### config.mk
export PLATFORM = sky130hd
export DESIGN_NAME = lane_hit_judge
export DESIGN_NICKNAME = d
export VERILOG_FILES = /design/src/rtl/game_pkg.sv /design/src/rtl/btn_debounce.sv /design/src/rtl/lane_hit_judge.sv
export SDC_FILE = /design/constraint.sdc
export NUM_CORES = 1
export LEC_CHECK = 0
export ABC_AREA = 1
export CORE_MARGIN = 5
export CORE_UTILIZATION = 49
export CTS_BUF_LIST = sky130_fd_sc_hd__clkbuf_16
export DETAILED_ROUTE_END_ITERATION = 10
export PLACE_DENSITY = 0.89
export SYNTH_ARGS = -nofsm -noshare
export SYNTH_HDL_FRONTEND = slang
export SYNTH_SLANG_ARGS = --single-unit
### constraint.sdc
create_clock -name clk -period 1.7 [get_ports clk]
set_clock_uncertainty 0.05 [all_clocks]
set_input_delay 0.255 -clock clk [delete_from_list [all_inputs] [get_ports clk]]
set_output_delay 0.255 -clock clk [all_outputs]
set_load 0.005 [all_outputs]
### src/rtl/game_pkg.sv
// Shared colours, screen geometry and judge enums for the lane logic.
package game_pkg;

  localparam logic [5:0] C_NONE  = 6'b000000;
  localparam logic [5:0] C_GREEN = 6'b001100;
  localparam logic [5:0] C_WHITE = 6'b111111;
  localparam logic [5:0] C_RED   = 6'b110000;

  localparam int VISIBLE_ROWS = 480;
  localparam int VISIBLE_COLS = 640;

  typedef enum logic [1:0] {
    IDLE     = 2'd0,
    ARMED    = 2'd1,
    HIT_HOLD = 2'd2
  } judge_state_t;

  typedef enum logic {
    HIT  = 1'b0,
    MISS = 1'b1
  } flash_kind_t;

endpackage

### src/rtl/btn_debounce.sv
// Button synchroniser + debouncer; press pulses 2+DEBOUNCE_CYCLES cycles after a clean rising edge.
// A level held through reset must first be seen low before a press is reported; no backpressure.
module btn_debounce #(
  parameter int DEBOUNCE_CYCLES = 16
) (
  input  logic clk,
  input  logic rst,
  input  logic btn,
  output logic press
);

  localparam int CW = (DEBOUNCE_CYCLES > 1) ? $clog2(DEBOUNCE_CYCLES) : 1;
  localparam logic [CW-1:0] CNT_MAX = CW'(DEBOUNCE_CYCLES - 1);

  logic [1:0]    sync_q, sync_d;
  logic [CW-1:0] cnt_q, cnt_d;
  logic          stable_q, stable_d;
  logic          low_seen_q, low_seen_d;
  logic          press_q, press_d;

  always_comb begin
    sync_d     = {sync_q[0], btn};
    cnt_d      = cnt_q;
    stable_d   = stable_q;
    low_seen_d = low_seen_q;
    press_d    = 1'b0;
    // sync_q[0] is next cycle's synchronised level, so a mismatch is a change
    if (sync_q[0] != sync_q[1]) begin
      cnt_d = '0;
    end else if (cnt_q != CNT_MAX) begin
      cnt_d = cnt_q + 1'b1;
    end else begin
      stable_d = sync_q[1];
      if (!sync_q[1]) low_seen_d = 1'b1;
      press_d = sync_q[1] && !stable_q && low_seen_q;
    end
  end

  always_ff @(posedge clk or posedge rst) begin
    if (rst) begin
      sync_q     <= '0;
      cnt_q      <= '0;
      stable_q   <= 1'b0;
      low_seen_q <= 1'b0;
      press_q    <= 1'b0;
    end else begin
      sync_q     <= sync_d;
      cnt_q      <= cnt_d;
      stable_q   <= stable_d;
      low_seen_q <= low_seen_d;
      press_q    <= press_d;
    end
  end

  assign press = press_q;

endmodule

### src/rtl/lane_hit_judge.sv
// Per-frame note-in-zone flag, hit/miss judgement of debounced presses, score/combo and zone flash.
// Pulses one cycle after the judging condition; judge_rgb is combinational; no backpressure.
module lane_hit_judge
  import game_pkg::*;
#(
  parameter int HIT_TOP         = 440,
  parameter int HIT_BOT         = 470,
  parameter int SAMPLE_COL      = 100,
  parameter int FRAME_ROW       = VISIBLE_ROWS,
  parameter int DEBOUNCE_CYCLES = 16,
  parameter int FLASH_FRAMES    = 4,
  parameter int SCORE_W         = 10
) (
  input  logic               clk,
  input  logic               rst,
  input  logic [9:0]         col,
  input  logic [9:0]         row,
  input  logic               valid,
  input  logic [5:0]         lane_rgb,
  input  logic               btn,
  output logic               hit_pulse,
  output logic               miss_pulse,
  output logic [SCORE_W-1:0] score,
  output logic [7:0]         combo,
  output logic [5:0]         judge_rgb
);

  localparam int FW = $clog2(FLASH_FRAMES + 1);

  logic               press;
  logic               in_zone, frame_tick;
  logic               seen_frame_q, seen_frame_d;
  logic               note_present_q, note_present_d;
  judge_state_t       state_q, state_d;
  logic               hit_q, hit_d, miss_q, miss_d;
  logic [SCORE_W-1:0] score_q, score_d;
  logic [7:0]         combo_q, combo_d;
  logic [FW-1:0]      flash_cnt_q, flash_cnt_d;
  flash_kind_t        flash_kind_q, flash_kind_d;

  btn_debounce #(.DEBOUNCE_CYCLES(DEBOUNCE_CYCLES)) u_debounce (
    .clk   (clk),
    .rst   (rst),
    .btn   (btn),
    .press (press)
  );

  always_comb begin
    in_zone    = (row >= 10'(HIT_TOP)) && (row <= 10'(HIT_BOT));
    frame_tick = (row == 10'(FRAME_ROW)) && (col == 10'd0);

    seen_frame_d   = seen_frame_q;
    note_present_d = note_present_q;
    if (frame_tick) begin
      note_present_d = seen_frame_q;
      seen_frame_d   = 1'b0;
    end else if (valid && col == 10'(SAMPLE_COL) && in_zone && lane_rgb != 6'd0) begin
      seen_frame_d = 1'b1;
    end

    state_d = state_q;
    hit_d   = 1'b0;
    miss_d  = 1'b0;
    score_d = score_q;
    combo_d = combo_q;
    case (state_q)
      IDLE: if (note_present_q) state_d = ARMED;
      ARMED: begin
        // a press landing as the note leaves still counts as a hit
        if (press) begin
          hit_d   = 1'b1;
          score_d = (score_q == '1) ? score_q : score_q + 1'b1;
          combo_d = (combo_q == 8'hFF) ? combo_q : combo_q + 1'b1;
          state_d = HIT_HOLD;
        end else if (!note_present_q) begin
          miss_d  = 1'b1;
          combo_d = 8'd0;
          state_d = IDLE;
        end
      end
      HIT_HOLD: if (!note_present_q) state_d = IDLE;
      default:  state_d = IDLE;
    endcase

    flash_cnt_d  = flash_cnt_q;
    flash_kind_d = flash_kind_q;
    if (hit_q) begin
      flash_cnt_d  = FW'(FLASH_FRAMES);
      flash_kind_d = HIT;
    end else if (miss_q) begin
      flash_cnt_d  = FW'(FLASH_FRAMES);
      flash_kind_d = MISS;
    end else if (frame_tick && flash_cnt_q != '0) begin
      flash_cnt_d = flash_cnt_q - 1'b1;
    end

    judge_rgb = C_NONE;
    if (valid && in_zone && flash_cnt_q != '0) begin
      judge_rgb = (flash_kind_q == HIT) ? C_WHITE : C_RED;
    end
  end

  always_ff @(posedge clk or posedge rst) begin
    if (rst) begin
      seen_frame_q   <= 1'b0;
      note_present_q <= 1'b0;
      state_q        <= IDLE;
      hit_q          <= 1'b0;
      miss_q         <= 1'b0;
      score_q        <= '0;
      combo_q        <= 8'd0;
      flash_cnt_q    <= '0;
      flash_kind_q   <= HIT;
    end else begin
      seen_frame_q   <= seen_frame_d;
      note_present_q <= note_present_d;
      state_q        <= state_d;
      hit_q          <= hit_d;
      miss_q         <= miss_d;
      score_q        <= score_d;
      combo_q        <= combo_d;
      flash_cnt_q    <= flash_cnt_d;
      flash_kind_q   <= flash_kind_d;
    end
  end

  assign hit_pulse  = hit_q;
  assign miss_pulse = miss_q;
  assign score      = score_q;
  assign combo      = combo_q;

endmodule

* Yosys cells after proc, flatten, opt, wreduce, memory -nomap -nowiden *
Cells that the tools add are included.

word-level totals
  output and inout port bits = 26
  bits of input ports = 30
  register bits after elaboration = 37

cells by class
  bitwise operators = 4
  eq/ne operators = 11
  reduce and logical (&&, ||, !) cells = 23
  add/subtract/negate cells = 4
  multiplexer cells = 25
  order comparisons = 2

operators with widths
  operator                                                                           number
  8-bit 2-to-1 mux                                                                   3
  4-bit 2-to-1 mux                                                                   3
  1-bit 2-to-1 mux                                                                   11
  10-bit by 1-bit adder with 10-bit output, second input constant                    1
  10-bit equality test, second input constant                                        1
  10-bit by 7-bit equality test with 1-bit output, second input constant             1
  10-bit by 9-bit equality test with 1-bit output, second input constant             1
  10-bit by 9-bit >= comparator with 1-bit output, second input constant             1
  10-bit by 9-bit less-or-equal comparator with 1-bit output, second input constant  1
  1-bit logical AND                                                                  10
  10-bit logical NOT                                                                 1
  3-bit 2-to-1 mux                                                                   3
  3-bit AND reduction                                                                3
  8-bit by 1-bit adder with 8-bit output, second input constant                      1
  8-bit equality test, second input constant                                         1
  2-bit 2-to-1 mux                                                                   3
  6-bit 2-to-1 mux                                                                   1
  2-bit case mux with 3 select lines                                                 1
  2-bit nonzero test                                                                 3
  3-bit nonzero test                                                                 2
  6-bit nonzero test                                                                 1
  4-bit by 1-bit adder with 4-bit output, second input constant                      1
  2-bit inequality test, second input constant                                       2
  4-bit inequality test, second input constant                                       1
  9 further kinds                                                                    12

* Longest topological paths before layout *
  word-level depth = 6
  gate-level depth with buffers = 9
  mapped depth without buffers = 9

* Cells and area by module *
Synthesis repeated with hierarchy kept, for this count alone.

unflattened totals
  cells, all modules = 293
  area, all modules = 2158.3 µm²

modules (own cells, without submodules)
  module          times used  area an instance (µm²)  cells an instance  seq. area each (µm²)
  lane_hit_judge  1           1757.9                  247                700.7
  btn_debounce    1           400.4                   46                 225.2

* Least setup slack after synthesis *
OpenSTA, ideal clock, no wires.

  path kind = reg2reg
  from = register score_q[0] (netlist: score[0])
  to = register score_q[3] (netlist: score[3])
  stages on the path, launching flop included = 10
  library setup time = 0.121 ns
  period minus slack after synthesis = 1.520 ns
  path slack = 0.180 ns
  arrival = 1.349 ns
  required time = 1.529 ns
  cell sequence = dfrtp_1 > ha_1 > inv_1 > nor2_4 > nand4_2 > nand2_4 > inv_2 > buf_6 > nand3b_4 > nand2_2

between the ends
  longest elaborated chain between the ends = 3
  elaborated cells on any way between the ends = 4

RTL lines
  element                                                                                           line                   source
  start, declared                                                                                   lane_hit_judge.sv:36   logic [SCORE_W-1:0] score_q, score_d;
  start signal, assigned                                                                            lane_hit_judge.sv:120  score_q <= score_d;
  parallel branches: the longest is 3 deep, another holds 10-bit by 1-bit adder with 10-bit output  -

Several ways; the timed one is not identified.
A chain may end at the register's enable or synchronous reset.

* Final worst setup path *
  from = register flash_cnt_q[1]
  to = output port judge_rgb[1]

between the ends
  longest elaborated chain between the ends = 3

RTL lines
  element                 line                   source
  start, declared         lane_hit_judge.sv:38   logic [FW-1:0] flash_cnt_q, flash_cnt_d;
  start signal, assigned  lane_hit_judge.sv:122  flash_cnt_q <= flash_cnt_d;
  3-bit nonzero test      lane_hit_judge.sv:98   if (valid && in_zone && flash_cnt_q != '0) begin
  1-bit logical AND       lane_hit_judge.sv:98
  6-bit 2-to-1 mux        lane_hit_judge.sv:98
  end, declared           lane_hit_judge.sv:25   output logic [5:0] judge_rgb

No other way between the ends.

==> metrics.txt <==
Worst Setup End Kind=primary output; crit-path max FO=3; worst path setup slack after routing=-11.9 ps; hold crit path type=in -> async; failing checks=setup timing; Layout Cells excl Fill=about 410; RR Startpoint=flash_cnt_q[0]; Syn Nets=317; mean routed wirelength per cell=roughly 13 µm; area added between synthesis and finish=41.6%; Pwr Density=just under 700 nW/µm²; number of setup violations in the final report=2; DRC=0; clock-pin slew on the worst setup and hold paths=~50 ps; Detailed Place HPWL=between 3 and 4 mm; first-pass GRT wire length=between 8 and 9 mm; peak supply drop=between 0.6 and 0.7 mV; R2R Path End=flash_cnt_q[1]; Longest Clk Path Bufs=2; initial antenna violation count=0; P_sw=~0.43 mW; CP startpoint=flash_cnt_q[1]; initial core utilization=0.500; largest net degree at the start of global routing=38; Worst R2R Setup Slack=around 10 ps; GRT Util Overall=0.182; # clock sinks=37; Fmax=slightly below 600 MHz; FF+latch count, synth=37; Max Transition Viols Final=0; die area=~5800 µm²; Setup crit end=judge_rgb[1]; vias in the first global route=approximately 2,000; sequential area share after synthesis=0.428; CP startpoint kind=flop; CTS HTree Levels=2; clock root buffer=clkbuf_16; share of layout cells above drive strength 1=0.184; crit-path cells=inv_2 -> ha_4 -> ha_4 -> inv_4 -> nand2_4 -> nor2_4 -> buf_6 -> buf_6; WS Path Type=reg -> out; Cell Area, Synth=2160 µm²; Worst-Skew Late Latency=roughly 280 ps; most frequent cells in the layout=76 x nand2_1, 39 x clkdlybuf4s50_1, 37 x dfrtp_1; WP data required=~1400 ps; diode count=0; DR vias/cell=roughly 5.1; first-pass iteration count of the detailed router=4; core area=approximately 4300 µm²; Final ANT Viol Nets=0; Port Buf Inserts=55; FP Rows=24; DRT iter0 DRCs=approximately 160; worst slew pin tran=roughly 380 ps; Routability Congestion=0.807; Tmin final=approximately 1700 ps; NumNets Final=around 390; die width=about 76 µm; CTS tree=done; Post-CTS Hold Buffers=0; DR vias=2,070; Post-Place Cell Area=approximately 2800 µm²; most common cell after layout, fill and taps aside=nand2_1; DIE HEIGHT=~76 µm; max_slew headroom=0.747; Distinct cells, synth=29; Final Hold Viols=0; combinational power share=0.076; max-capacitance violation count=0; critical path's largest stage delay=approximately 360 ps; Cells after DPL=392; global route overflow=0; unrepaired setup endpoints after global routing=yes; Gate Count Post-Synth=between 200 and 300; register share of total power=0.434; final instance area=3060 µm²; R2R cell count=11; synthesized area per cell=between 7 and 8 µm²; Internal=1.66 mW; Pwr Total=between 2 and 2.5 mW; status=finished with violations; Clk network pwr share=0.490; CTS buffer count=5; Total Wirelength=between 5 and 6 mm; Sw Ratio=0.204; io pins=56; Leak=roughly 1.6 nW; final worst path period share=1.01; Yosys warnings=0; slowest cell on the critical path=dfrtp_1; Worst Path Arrival=around 1400 ps
cell type report:
cell class / instances / area, µm²
well taps: 52 / 65.1
flip-flops and latches: 37 / 926
clock buffers: 5 / 125
multi-input cells: 198 / 1100
clock inverters: 3 / 37.5
fillers: 326 / 1260
inverters: 40 / 155
repair buffers: 70 / 657
cell families (layout without fill, tap and decap cells):
group,Yosys count,after routing,synth area share
simple gates,166,166,0.358
buf+inv,46,118,0.0920
flops,37,37,0.428
compound gates,17,17,0.0509
xor+xnor,9,9,0.0364
fa+ha+maj,6,6,0.0347
synthesized netlist by cell type:
cell,count,area share
nand2_1,77,0.13
a31oi_1,1,0.0029
nand4_2,1,0.0058
o21ai_0,7,0.016
inv_2,2,0.0035
nor3_2,1,0.0046
buf_4,5,0.017
nor3_1,10,0.023
nand4_1,6,0.017
xnor2_1,2,0.0081
or3b_2,1,0.0040
nand2_2,8,0.023
o211ai_2,1,0.0058
nand3_1,20,0.046
buf_6,1,0.0052
dfrtp_1,37,0.43
nand3_2,2,0.0093
nor2_1,35,0.061
a211oi_1,1,0.0035
nor2_4,3,0.016
a21oi_1,3,0.0069
o21bai_1,1,0.0035
ha_1,6,0.035
a31o_2,1,0.0040
nand2_4,1,0.0052
xor2_1,7,0.028
o21ai_2,2,0.0081
nand3b_4,1,0.0093
inv_1,38,0.066
stage by stage:
step	setup TNS [ps]	util	hold WS (ps)	worst slack [ps]
after detailed placement	-3130	0.652	312	-570
after CTS	-92.4	0.695	289	-46.4
final	-23.7	0.708	281	-11.9
after global placement	-2950	0.652	311	-543
after global routing	-266	0.708	346	-72.1
after floorplan	0	-	236	180
metal layers:
metal	wire length (µm)	vias up	part of all wire	track usage
met2	2750	63	0.53	0.312
met3	310	7	0.060	0.0567
met4	57	0	0.011	0.0542
li1	-	1021	-	-
met5	0	-	0	0
met1	2080	979	0.40	0.218
state kept, by name, summed over array words and instances, names as in the netlist, 2 cells and up:
register / flops
score: 10
combo: 8
u_debounce.cnt_q: 4
flash_cnt_q: 3
state_q: 2
u_debounce.sync_q: 2
power groups by stage:
stage	sequential, mW	combinational, mW	clock [mW]
2_1_floorplan	0.919	0.0587	0
3_5_place_dp	0.921	0.159	0
5_1_grt	0.909	0.178	1.09
3_3_place_gp	0.921	0.154	0
6_report	0.907	0.158	1.02
4_1_cts	0.906	0.157	1.04
worst min-delay path by stage:
stage / start / to
after detailed placement: u_debounce.sync_q[0] / u_debounce.sync_q[1]
after global placement: u_debounce.sync_q[0] / u_debounce.sync_q[1]
after CTS: rst / combo[4]
after floorplan: btn / u_debounce.sync_q[0]
final: rst / score[0]
after global routing: rst / combo[2]
repair_timing:
item | 4_1_cts | 5_1_grt
gates resized for setup | 43 | 14
hold endpoints to repair | 0 | 0
pin swaps | 7 | 4
buffers inserted | 3 | 2
endpoints found under the setup margin | 6 | 13
critical path, delay by kind of cell (launching register included):
kind | cells | cell delay [ps]
buf+inv | 4 | 300
simple gates | 2 | 150
flops | 1 | 360
fa+ha+maj | 2 | 310
Note: power is estimated with default switching activity, not from simulation.
